**src/rtl/seq_pkg.sv**
```systemverilog
// Shared types and constants for the instruction sequencer.
// Optional retire counter is enabled by defining SEQ_RETIRE_CNT_EN.
package seq_pkg;

   localparam int DEF_ADDR_W = 7;
   localparam int DEF_DATA_W = 32;
   localparam int DEF_AMP_W  = 8;

   localparam int OPC_MSB  = 31;
   localparam int OPC_LSB  = 28;
   localparam int CH_BIT   = 27;
   localparam int OPND_MSB = 7;

   typedef enum logic [3:0] {
      OP_NOP  = 4'd0,
      OP_PLAY = 4'd1,
      OP_WAIT = 4'd2,
      OP_JUMP = 4'd3,
      OP_HALT = 4'd4
   } opcode_e;

   typedef enum logic [2:0] {
      S_IDLE,
      S_FETCH,
      S_EXEC,
      S_WAIT,
      S_HALTED
   } state_e;

endpackage

```
**src/rtl/seq_wait_timer.sv**
```systemverilog
// Loadable down-counter with zero flag for the WAIT state.
// Counter holds at zero; load takes priority over decrement.
module seq_wait_timer
   import seq_pkg::*;
#(
   parameter int W = DEF_AMP_W
) (
   input  logic         clk,
   input  logic         rst,
   input  logic         load,
   input  logic         dec,
   input  logic [W-1:0] load_val,
   output logic         zero
);

   logic [W-1:0] cnt_q;

   // count register: load on entry, step down while waiting
   always_ff @(posedge clk) begin
      if (rst)
         cnt_q <= '0;
      else if (load)
         cnt_q <= load_val;
      else if (dec && (cnt_q != '0))
         cnt_q <= cnt_q - 1'b1;
   end

   assign zero = (cnt_q == '0);

endmodule

```
**src/rtl/instr_sequencer.sv**
```systemverilog
// Fetch/execute sequencer driving per-channel amplitudes.
// Define SEQ_RETIRE_CNT_EN to add the retired_cnt output.
module instr_sequencer
   import seq_pkg::*;
#(
   parameter int                ADDR_W     = DEF_ADDR_W,
   parameter int                DATA_W     = DEF_DATA_W,
   parameter int                AMP_W      = DEF_AMP_W,
   parameter logic [ADDR_W-1:0] START_ADDR = '0
) (
   input  logic              clk,
   input  logic              rst,
   input  logic              start,
   output logic [ADDR_W-1:0] addr,
   input  logic [DATA_W-1:0] instr,
   output logic [AMP_W-1:0]  ch0_amp,
   output logic [AMP_W-1:0]  ch1_amp,
   output logic [1:0]        amp_stb,
   output logic              busy,
   output logic              done,
   output logic              err
`ifdef SEQ_RETIRE_CNT_EN
   ,
   output logic [15:0]       retired_cnt
`endif
);

   state_e            state_q, state_d;
   logic [ADDR_W-1:0] pc_d;
   logic [AMP_W-1:0]  ch0_d, ch1_d;
   logic [1:0]        stb_d;
   logic              done_d, err_d;
   logic              ld, dec, zero;
   logic              retire, clr;

   logic [3:0]        opc;
   logic              ch;
   logic [AMP_W-1:0]  opnd;
   logic              unused_bits;

   assign opc  = instr[OPC_MSB:OPC_LSB];
   assign ch   = instr[CH_BIT];
   assign opnd = instr[OPND_MSB -: AMP_W];
   assign unused_bits = ^instr[CH_BIT-1:OPND_MSB+1];

   assign busy = (state_q == S_FETCH) ||
                 (state_q == S_EXEC)  ||
                 (state_q == S_WAIT);

   seq_wait_timer #(.W(AMP_W)) u_timer (
      .clk      (clk),
      .rst      (rst),
      .load     (ld),
      .dec      (dec),
      .load_val (opnd - 1'b1),
      .zero     (zero)
   );

   // next-state and datapath decode
   always_comb begin
      state_d = state_q;
      pc_d    = addr;
      ch0_d   = ch0_amp;
      ch1_d   = ch1_amp;
      stb_d   = '0;
      done_d  = done;
      err_d   = err;
      ld      = 1'b0;
      dec     = 1'b0;
      retire  = 1'b0;
      clr     = 1'b0;
      case (state_q)
         S_IDLE, S_HALTED: begin
            if (start) begin
               pc_d    = START_ADDR;
               done_d  = 1'b0;
               err_d   = 1'b0;
               clr     = 1'b1;
               state_d = S_FETCH;
            end
         end
         S_FETCH: state_d = S_EXEC;
         S_EXEC: begin
            retire  = 1'b1;
            state_d = S_FETCH;
            pc_d    = addr + 1'b1;
            case (opc)
               OP_NOP: ;
               OP_PLAY: begin
                  stb_d[ch] = 1'b1;
                  if (ch) ch1_d = opnd;
                  else    ch0_d = opnd;
               end
               OP_WAIT: begin
                  if (opnd != '0) begin
                     ld      = 1'b1;
                     state_d = S_WAIT;
                  end
               end
               OP_JUMP: pc_d = instr[ADDR_W-1:0];
               OP_HALT: begin
                  pc_d    = addr;
                  done_d  = 1'b1;
                  state_d = S_HALTED;
               end
               default: begin
                  retire  = 1'b0;
                  pc_d    = addr;
                  err_d   = 1'b1;
                  done_d  = 1'b1;
                  state_d = S_HALTED;
               end
            endcase
         end
         S_WAIT: begin
            if (zero) state_d = S_FETCH;
            else      dec     = 1'b1;
         end
         default: state_d = S_IDLE;
      endcase
   end

   // state, pc and output registers
   always_ff @(posedge clk) begin
      if (rst) begin
         state_q <= S_IDLE;
         addr    <= START_ADDR;
         ch0_amp <= '0;
         ch1_amp <= '0;
         amp_stb <= '0;
         done    <= 1'b0;
         err     <= 1'b0;
      end else begin
         state_q <= state_d;
         addr    <= pc_d;
         ch0_amp <= ch0_d;
         ch1_amp <= ch1_d;
         amp_stb <= stb_d;
         done    <= done_d;
         err     <= err_d;
      end
   end

`ifdef SEQ_RETIRE_CNT_EN
   // saturating count of legally executed instructions
   always_ff @(posedge clk) begin
      if (rst || clr)
         retired_cnt <= '0;
      else if (retire && (retired_cnt != 16'hFFFF))
         retired_cnt <= retired_cnt + 16'd1;
   end
`else
   logic unused_retire;
   assign unused_retire = retire ^ clr ^ unused_bits;
`endif

endmodule

```
**config.mk**
```make
export PLATFORM = sky130hd
export DESIGN_NAME = instr_sequencer
export DESIGN_NICKNAME = d
export VERILOG_FILES = /design/src/rtl/seq_pkg.sv /design/src/rtl/seq_wait_timer.sv /design/src/rtl/instr_sequencer.sv
export SDC_FILE = /design/constraint.sdc
export NUM_CORES = 1
export LEC_CHECK = 0
export CAP_MARGIN = 40
export CORE_MARGIN = 2
export CORE_UTILIZATION = 30
export DETAILED_ROUTE_END_ITERATION = 10
export GPL_ROUTABILITY_DRIVEN = 0
export GPL_TIMING_DRIVEN = 0
export PLACE_DENSITY = 0.55
export SYNTH_ARGS = -nofsm -noshare
export SYNTH_HDL_FRONTEND = slang
export SYNTH_SLANG_ARGS = --single-unit
```
**constraint.sdc**
```tcl
create_clock -name clk -period 3.5 [get_ports clk]
set_input_delay 0.7 -clock clk [delete_from_list [all_inputs] [get_ports clk]]
set_output_delay 0.7 -clock clk [all_outputs]
set_load 0.02 [all_outputs]
```
==> results of run 1 <==
-- stage by stage --
step	utilization, %	instance area, um2	instances
floorplan	-	1900	215
finish	42.0	2530	340
global route	42.0	2530	340
global placement	40.0	2410	332
detailed placement	40.0	2410	332
CTS	41.9	2520	340
-- flip-flops by register name (all words and copies together), names as in the netlist --
| register | count |
|---|---|
| amp_stb | 2 |
| err | 1 |
| state_q | 3 |
| ch0_amp | 8 |
| done | 1 |
| ch1_amp | 8 |
| addr | 7 |
| u_timer.cnt_q | 8 |
-- placed cells by master, fill, tap and decap left out, types with 2 or more instances in the layout --
cell	count
nand2b_1	2
or3_1	2
xor2_1	6
clkbuf_1	7
nor4b_1	2
clkinvlp_4	2
a31oi_1	3
a211oi_1	10
clkbuf_8	5
mux2i_1	19
o21ai_0	8
nor3_1	3
nor2_1	38
buf_4	2
a22oi_1	2
nor3b_4	2
nor3b_1	2
or4_1	2
a21oi_1	12
nand4b_1	3
nand2_1	13
xnor2_1	3
nor2b_1	3
nor4_1	3
and2_1	3
dfxtp_1	38
nand3_1	6
clkdlybuf4s50_1	42
-- routing by layer --
| layer | track usage, % | vias up |
|---|---|---|
| li1 | - | 879 |
| met1 | 20.5 | 822 |
| met2 | 22.9 | 41 |
| met3 | 3.56 | 7 |
| met4 | 4.11 | 0 |
| met5 | 0 | - |
-- worst max path at each step --
stage          startpoint                             to  slack [ps]  depth (start not counted)
2_1_floorplan    instr[0]  u_timer.cnt_q[6]$_SDFFE_PP0P_         710                         11
3_3_place_gp     instr[0]  u_timer.cnt_q[6]$_SDFFE_PP0P_        -250                         12
3_5_place_dp     instr[0]  u_timer.cnt_q[6]$_SDFFE_PP0P_        -260                         12
4_1_cts          instr[0]  u_timer.cnt_q[6]$_SDFFE_PP0P_          20                         12
5_1_grt          instr[0]  u_timer.cnt_q[6]$_SDFFE_PP0P_           2                         12
6_report         instr[0]  u_timer.cnt_q[6]$_SDFFE_PP0P_         160                         12
-- power breakdown --
group | internal [mW] | switching (mW) | leakage (nW)
logic | 0.0488 | 0.0659 | 0.580
clock network | 0.212 | 0.171 | 0.0504
registers | 0.439 | 0.00715 | 0.307
-- critical path: cells and delay by family --
| kind | cells | cell delay (ps) |
|---|---|---|
| buffers and inverters | 2 | 710 |
| xor gates and xnor gates | 1 | 180 |
| adders and majority gates | 1 | 270 |
| muxes | 1 | 210 |
| AOI/OAI and AO/OA | 3 | 660 |
| and+or+nand+nor | 4 | 820 |
-- logic make-up after synthesis --
kind of cell	after synthesis	synth area share, %
simple gates	92	25.9
flops	38	40.1
compound gates	44	15.4
fa+ha+maj	2	1.32
buf+inv	11	3.03
mux	19	10.0
xor+xnor	9	4.16
-- what timing repair did --
item,CTS,global route
hold endpoints to repair,0,0
resized for setup,0,2
setup endpoints to repair,0,3
-- cell type report --
type	instances	share of cell area (%)
repair buffers	42	16.6
multi-input cells	166	42.9
plain buffers	11	2.27
well taps	75	3.71
clock buffers	5	2.72
flip-flops and latches	38	30.0
clock inverters	3	1.78
==> summary.txt, run 1 <==
Outcome
  – Status: complete, no violations

Clock network
  – TritonCTS buffer count: 5
  – Clk_lat worst skew: 290 ps
  – Clock Sinks: 38
  – Post-CTS Hold Buffers: 0
  – Clock root cell: clkbuf_8
  – Max Root-Sink Buffers: 2
  – CTS tree: built
  – Setup bufs post-CTS: 0
  – H-tree depth: 2
  – Clock transition at path regs: 80 ps

Layout
  – Share of cells above drive strength 1: 7.17%
  – Multi-input gate area: 0.00109 mm2
  – # nets final: 301
  – Antenna fix cells: 0
  – Syn-to-layout area delta: 33.5%
  – Fillers: 634
  – Reg area: 761 um2

STA
  – Fin crit share: 95.5%
  – RSZ-0062 raised after global routing: no
  – Worst slew margin: 61.1%
  – Max Clock Skew: 2.76 ps
  – Final min period: 3340 ps
  – Setup Total Neg Slack: 0 ps
  – # setup viols final: 0
  – Final hold slack: 499 ps
  – Final Worst Setup Slack: 159 ps
  – Slew Limit Fails: 0
  – Fmax: 299 MHz
  – Fin. Hold Viols: 0
  – Slew @ Worst Pin: 578 ps

Global route
  – Initial antenna violation count: 0
  – Largest net degree at the start of global routing: 14
  – First-pass GRT wire length: 8.36 mm
  – GRT Overall Usage: 14.7%
  – Vias in the first global route: 1,696
  – GR Overflow Total: 0

Floorplan
  – # IOs: 63
  – Initial Util: 31.5%
  – Die X: 83.5 um
  – Row cnt: 28
  – Core ar.: 0.00603 mm2
  – Die Area: 0.00697 mm2
  – Die Y: 83.5 um

Logic synthesis
  – Ys async rst share: 0%
  – Syn. warnings: 0
  – Post-synth top area cell: dfxtp_1
  – Syn nets: 252
  – Cells after Synth: 215
  – Top area cells in the synthesized netlist: dfxtp_1 40%, mux2i_1 10%, nor2_1 7.5%
  – List of most frequent post-synthesis cells: 38 x dfxtp_1, 38 x nor2_1, 19 x mux2i_1
  – Seq/Total Area, Yosys: 40.1%
  – Syn avg cell area: 8.82 um2
  – Synth Flop Type: dfxtp_1
  – Synth cell types: 44
  – Mapped cell area: 0.00190 mm2
  – Top-area cell type share of the netlist area: 40.1%
  – Synth Register Bits: 38
  – EDFF count, synth: 0

Critical path
  – Crit path largest cell delay: 570 ps
  – Critical R2R Capture: u_timer.cnt_q[6]$_SDFFE_PP0P_
  – Critical path arrival: 3550 ps
  – CP dominant cell by count: a211oi_1
  – Crit Path Max Fanout: 9
  – Startpoint types: input pin
  – Flop2flop setup slack: 760 ps
  – FF-to-FF path depth: 11
  – Worst Path Required: 3710 ps
  – CP Class: input pin to register
  – CP max-delay cell: clkdlybuf4s50_1
  – Critical Path Sink Type: register
  – Crit-path cells: clkdlybuf4s50_1 -> nor3_2 -> nor3b_4 -> a21o_1 -> buf_6 -> mux2i_1 -> ha_2 -> nand4b_1 -> a211oi_1 -> xor2_1 -> nor2_1 -> a211oi_1
  – RR Startpoint: state_q[1]$_SDFFE_PP0P_

Routing
  – Initial DRC Count: 69
  – DRT Pass-1 Iters: 4
  – Via count: 1,749
  – Highest routing layer actually used: met4
  – WL per Instance: 14.9 um
  – DRC viols: 0
  – Routed wl met3: 240 um
  – DRT Wirelength: 5.07 mm
  – Via-to-Cell Ratio: 5.14
  – Routed met1 length: 2.48 mm
  – Routed Antenna Nets: 0
  – Metal2 WL: 2.30 mm

Placement
  – HPWL after DPL: 3.62 mm
  – Pre-CTS worst setup slack: -257 ps
  – IO buf count: 42

Worst hold path
  – Hold path depth: 2
  – Worst Hold Endpoint: ch0_amp[2]$_SDFFE_PP0P_
  – Min-delay src: ch0_amp[2]$_SDFFE_PP0P_
  – HP Class: register to register

Power and ir drop
  – Peak VDD IR: 0.000217 V
  – PD cells: 373 mW/mm2
  – Static leakage: 0.937 nW
  – Total power: 944 uW

Job
  – Max cap viols: 0
No activity file was read; power rests on OpenSTA's default activity.
==> run 2: changes to the inputs <==
CORE_MARGIN = unset   (was 2)
CORE_UTILIZATION = 45   (was 30)
CTS_CLUSTER_SIZE = 30   (was unset)
PLACE_DENSITY = 0.78   (was 0.55)
==> run 2 against run 1 <==
Against the previous run: routed wire length shrank 8.4%; clock power down 5%; critical path depth unchanged; non-clock buffer count grew 1; cell count is 7.1% lower; via count increased by 1.2%; register-to-register slack about the same; hold slack worse by 6.1 ps; critical path type unchanged; critical endpoint unchanged; largest power group unchanged.
==> summary.txt, run 2 (synthesis results as in run 1) <==
Global route
  – Vias in the first global route: 1,661
  – GRT Overall Usage: 23.2%
  – Initial antenna violation count: 0
  – GR Overflow Total: 0
  – First-pass GRT wire length: 7.75 mm
  – Largest net degree at the start of global routing: 13

Layout
  – Syn-to-layout area delta: 31.9%
  – Top flop regs: ch0_amp (8), ch1_amp (8), u_timer.cnt_q (8)
  – # nets final: 302
  – Most common cell after layout, fill and taps aside: clkdlybuf4s50_1
  – Post-route cell area: 0.00250 mm2
  – Share of cells above drive strength 1: 6.77%
  – Commonest non-fill, non-tap cells in the layout: 42 x clkdlybuf4s50_1, 38 x nor2_1, 38 x dfxtp_1
  – Layout Cells excl Fill: 316
  – Antenna fix cells: 0

Placement
  – Post-Place Cells: 307
  – HPWL after DPL: 3.37 mm
  – IO buf count: 42
  – Post-DP Area: 0.00238 mm2
  – Pre-CTS worst setup slack: -142 ps

STA
  – Slew @ Worst Pin: 580 ps
  – Fin crit share: 93.7%
  – Worst slew margin: 61.0%
  – Final Worst Setup Slack: 220 ps
  – Slew Limit Fails: 0
  – Setup Total Neg Slack: 0 ps
  – Max Clock Skew: 5.34 ps
  – # setup viols final: 0
  – Fmax: 305 MHz
  – Fin. Hold Viols: 0
  – Final min period: 3280 ps

Floorplan
  – Initial Util: 47.1%
  – Row cnt: 23
  – # IOs: 63
  – Die Y: 66.9 um
  – Die Area: 0.00448 mm2
  – Core ar.: 0.00403 mm2
  – Die X: 66.9 um

Worst hold path
  – HP Class: register to register
  – Hold path depth: 2

Critical path
  – RR Startpoint: state_q[1]$_SDFFE_PP0P_
  – CP Launch Point: instr[0]
  – FF-to-FF path depth: 11
  – CP endpoint: u_timer.cnt_q[6]$_SDFFE_PP0P_
  – Crit-path cells: clkdlybuf4s50_1 -> nor3_2 -> nor3b_4 -> a21o_1 -> buf_6 -> mux2i_1 -> ha_1 -> nand4b_1 -> a211oi_1 -> xor2_1 -> nor2_1 -> a211oi_1
  – Worst Path Required: 3700 ps
  – Crit path largest cell delay: 530 ps
  – Critical path arrival: 3480 ps
  – Critical R2R Capture: u_timer.cnt_q[6]$_SDFFE_PP0P_
  – Buf/Inv on CP: 2
  – CP max-delay cell: clkdlybuf4s50_1
  – Startpoint types: input pin
  – Crit Path Max Fanout: 9
  – Critical path depth in cells: 12
  – CP dominant cell by count: a211oi_1
  – Worst path top cell family by delay: simple AND/OR/NAND/NOR gates
  – CP Class: input pin to register
  – Critical Path Sink Type: register
  – Flop2flop setup slack: 770 ps

Routing
  – DRC viols: 0
  – Initial DRC Count: 111
  – Via count: 1,770
  – DRT Wirelength: 4.64 mm
  – DRT Pass-1 Iters: 4
  – WL per Instance: 14.7 um
  – Via-to-Cell Ratio: 5.60
  – Routed Antenna Nets: 0

Power and ir drop
  – PD cells: 370 mW/mm2
  – Peak VDD IR: 0.000257 V
  – Flop pwr share: 48.2%
  – Int Power: 701 uW
  – Clock power share: 39.5%
  – Static leakage: 0.944 nW
  – Logic pwr share: 12.3%
  – P_sw: 224 uW
  – Switching share of power: 24.2%

Outcome
  – Status: complete, no violations

Clock network
  – TritonCTS buffer count: 5
  – Post-CTS Hold Buffers: 0
  – H-tree depth: 2
  – Clock root cell: clkbuf_8
  – Clk_lat worst skew: 290 ps
  – CTS tree: built
  – Max Root-Sink Buffers: 2
  – Clock Sinks: 38
  – Clock transition at path regs: 70 ps

Job
  – Max cap viols: 0
run 2: cell types whose count changed in the layout (fill, tap and decap cells not counted):
cell        before  now
ha_2             1    0
ha_1             1    2
clkinvlp_4       2    1
buf_4            2    3
clkbuf_1         7    8
run 2: stage by stage:
stage / util [%] / power, mW / hold WS (ps)
2_1_floorplan: - / 0.517 / 471
3_3_place_gp: 59.1 / 0.567 / 475
3_5_place_dp: 59.1 / 0.568 / 483
4_1_cts: 61.8 / 0.929 / 501
5_1_grt: 62.1 / 0.959 / 524
6_report: 62.1 / 0.925 / 493
run 2: how the worst min path moves through the flow:
stage	start	to	slack [ps]
6_report	ch0_amp[3]$_SDFFE_PP0P_	ch0_amp[3]$_SDFFE_PP0P_	490
5_1_grt	ch0_amp[0]$_SDFFE_PP0P_	ch0_amp[0]$_SDFFE_PP0P_	520
4_1_cts	ch0_amp[3]$_SDFFE_PP0P_	ch0_amp[3]$_SDFFE_PP0P_	500
3_5_place_dp	ch0_amp[3]$_SDFFE_PP0P_	ch0_amp[3]$_SDFFE_PP0P_	480
3_3_place_gp	ch1_amp[5]$_SDFFE_PP0P_	ch1_amp[5]$_SDFFE_PP0P_	470
2_1_floorplan	u_timer.cnt_q[7]$_SDFFE_PP0P_	u_timer.cnt_q[7]$_SDFFE_PP0P_	470
run 2: routing by layer:
metal  track usage [%]  up-vias  part of all wire [%]
met2              38.0       46                    48
met1              30.2      838                    47
li1                  -      881                     -
met5                 0        -                     0
met4              8.24        0                  0.75
met3              3.77        5                   4.6
run 2: cell type report:
cell class                 instances  area (um2)
multi-input combinational        166        1080
tap                               50        62.6
buffer                            11        57.6
clock inverter                     2        37.5
clock buffer                       6        72.6
timing repair buffer              43         428
sequential                        38         761
fill                             360        1530
run 2: power groups by stage:
| stage | logic (mW) | clock network, mW | registers, mW |
|---|---|---|---|
| finish | 0.113 | 0.365 | 0.446 |
| CTS | 0.112 | 0.371 | 0.446 |
| global placement | 0.111 | 0 | 0.456 |
| global route | 0.123 | 0.388 | 0.447 |
| floorplan | 0.0585 | 0 | 0.458 |
| detailed placement | 0.112 | 0 | 0.456 |
run 2: timing repair:
item                                   4_1_cts  5_1_grt
buffers inserted                             0        1
setup endpoints to repair                    0        3
endpoints found under the hold margin        0        0
resized for setup                            0        1
run 2: worst reg2reg max path, delay by kind of cell, from the launching register on:
kind / cells / cell delay [ps]
and+or+nand+nor: 4 / 750
AOI/OAI and AO/OA: 3 / 720
DFF: 1 / 420
adders and majority gates: 1 / 270
xor gates and xnor gates: 1 / 180
muxes: 1 / 170
buffers and inverters: 1 / 140
==> run 3: changes to the inputs <==
PLACE_DENSITY = 0.79   (was 0.78)
==> run 3 against run 2 <==
Against the previous run: setup slack got worse by 59 ps; maximum frequency fell by 1.8%; routed wire length rose by 0.32%; power fell by 3.7%; clock skew barely moved; critical endpoint unchanged; global-route usage fell by 0.44 points; largest power group unchanged.
==> summary.txt, run 3 (synthesis results as in run 1) <==
Layout
  – Top flop regs: ch0_amp (8), ch1_amp (8), u_timer.cnt_q (8)
  – Fillers: 365
  – Commonest non-fill, non-tap cells in the layout: 42 x clkdlybuf4s50_1, 38 x nor2_1, 38 x dfxtp_1
  – # nets final: 301
  – Most common cell after layout, fill and taps aside: clkdlybuf4s50_1
  – Reg area: 761 um2
  – Multi-input gate area: 0.00108 mm2
  – Layout Cells excl Fill: 315
  – Layout Utilization: 61.6%
  – Syn-to-layout area delta: 30.9%
  – Share of cells above drive strength 1: 6.79%
  – Antenna fix cells: 0

STA
  – Fmax: 299 MHz
  – # setup viols final: 0
  – Fin. Hold Viols: 0
  – Worst slew margin: 62.7%
  – Slew Limit Fails: 0
  – RSZ-0062 raised after global routing: no
  – Slew @ Worst Pin: 555 ps
  – Max Clock Skew: 4.91 ps
  – Final min period: 3340 ps
  – Fin crit share: 95.4%

Placement
  – HPWL after DPL: 3.26 mm
  – IO buf count: 42
  – Post-Place Cells: 307

Critical path
  – Flop2flop setup slack: 720 ps
  – Critical path arrival: 3550 ps
  – Critical Path Sink Type: register
  – CP Class: input pin to register
  – FF-to-FF path depth: 11
  – CP Launch Point: instr[0]
  – Startpoint types: input pin
  – CP endpoint: u_timer.cnt_q[6]$_SDFFE_PP0P_
  – RR Startpoint: state_q[1]$_SDFFE_PP0P_
  – Crit Path Max Fanout: 9
  – Critical R2R Capture: u_timer.cnt_q[6]$_SDFFE_PP0P_
  – Worst Path Required: 3710 ps

Routing
  – DRT Wirelength: 4.66 mm
  – WL per Instance: 14.8 um
  – DRC viols: 0
  – Via-to-Cell Ratio: 5.62
  – Via count: 1,770
  – Routed Antenna Nets: 0
  – DRT Pass-1 Iters: 4
  – Initial DRC Count: 116

Power and ir drop
  – Clock power share: 37.2%
  – P_sw: 241 uW
  – Flop pwr share: 50.1%
  – Peak VDD IR: 0.000238 V
  – Switching share of power: 27.0%
  – PD cells: 359 mW/mm2
  – Static leakage: 0.935 nW
  – Logic pwr share: 12.7%
  – Int Power: 650 uW

Clock network
  – Clock Sinks: 38
  – Post-CTS Hold Buffers: 0
  – Max Root-Sink Buffers: 2
  – TritonCTS buffer count: 5
  – Clk_lat worst skew: 300 ps
  – Setup bufs post-CTS: 0
  – H-tree depth: 2
  – Clock transition at path regs: 80 ps
  – Post-cts sizing count: 0
  – Clock root cell: clkbuf_8
  – CTS tree: built

Floorplan
  – Die Y: 66.9 um
  – Initial Util: 47.1%
  – # IOs: 63
  – Core ar.: 0.00403 mm2
  – Row cnt: 23
  – Die Area: 0.00448 mm2
  – Die X: 66.9 um

Outcome
  – Status: complete, no violations

Global route
  – Largest net degree at the start of global routing: 14
  – Initial antenna violation count: 0
  – GR Overflow Total: 0
  – GRT Overall Usage: 22.7%
  – Vias in the first global route: 1,568
  – First-pass GRT wire length: 7.53 mm

Worst hold path
  – HP Class: register to register
  – Min-delay src: ch0_amp[5]$_SDFFE_PP0P_
  – Hold path depth: 2

Job
  – Max cap viols: 0
-- run 3: layout make-up --
cell class / instances / area share, %
buffer: 11 / 2.32
clock buffer: 6 / 3.32
clock inverter: 2 / 0.655
multi-input combinational: 166 / 43.6
sequential: 38 / 30.6
tap: 50 / 2.52
timing repair buffer: 42 / 16.9
-- run 3: metal layers --
layer  GRT usage (%)  part of all wire [%]  vias up
met2            36.9                    47       58
met4            8.24                   1.2        0
met1            28.2                    46      823
li1                -                     -      885
met3            6.51                   6.0        4
met5               0                     0        -
-- run 3: worst max-delay path, cell delays in order --
cell and delay, ps:
clkdlybuf4s50_1 540, nor3_2 290, nor3b_4 310, a21o_1 170, buf_6 140, mux2i_1 210
ha_1 270, nand4b_1 160, a211oi_1 290, xor2_1 190, nor2_1 50, a211oi_1 230
-- run 3: power by group through the flow --
stage / Combinational, mW / Clock, mW / Sequential (mW)
floorplan: 0.0585 / 0 / 0.458
finish: 0.113 / 0.331 / 0.446
global route: 0.123 / 0.357 / 0.447
CTS: 0.112 / 0.335 / 0.446
global placement: 0.111 / 0 / 0.456
detailed placement: 0.111 / 0 / 0.457
-- run 3: how the worst min path moves through the flow --
stage                                          endpoint  slack (ps)
after global placement          ch1_amp[5]$_SDFFE_PP0P_         470
after CTS                 u_timer.cnt_q[7]$_SDFFE_PP0P_         500
after global routing                  done$_SDFFE_PP0P_         530
final                           ch0_amp[5]$_SDFFE_PP0P_         500
after detailed placement        ch0_amp[3]$_SDFFE_PP0P_         480
after floorplan           u_timer.cnt_q[7]$_SDFFE_PP0P_         470
-- run 3: per-stage QoR --
step / power, mW / instance area, um2 / TNS, ps / setup WS, ps / hold slack [ps]
after global placement: 0.567 / 2380 / -171 / -83.5 / 474
after CTS: 0.894 / 2480 / 0 / 132 / 505
after global routing: 0.928 / 2480 / 0 / 9.12 / 527
after floorplan: 0.517 / 1900 / 0 / 714 / 471
final: 0.890 / 2480 / 0 / 161 / 500
after detailed placement: 0.568 / 2380 / -338 / -167 / 483
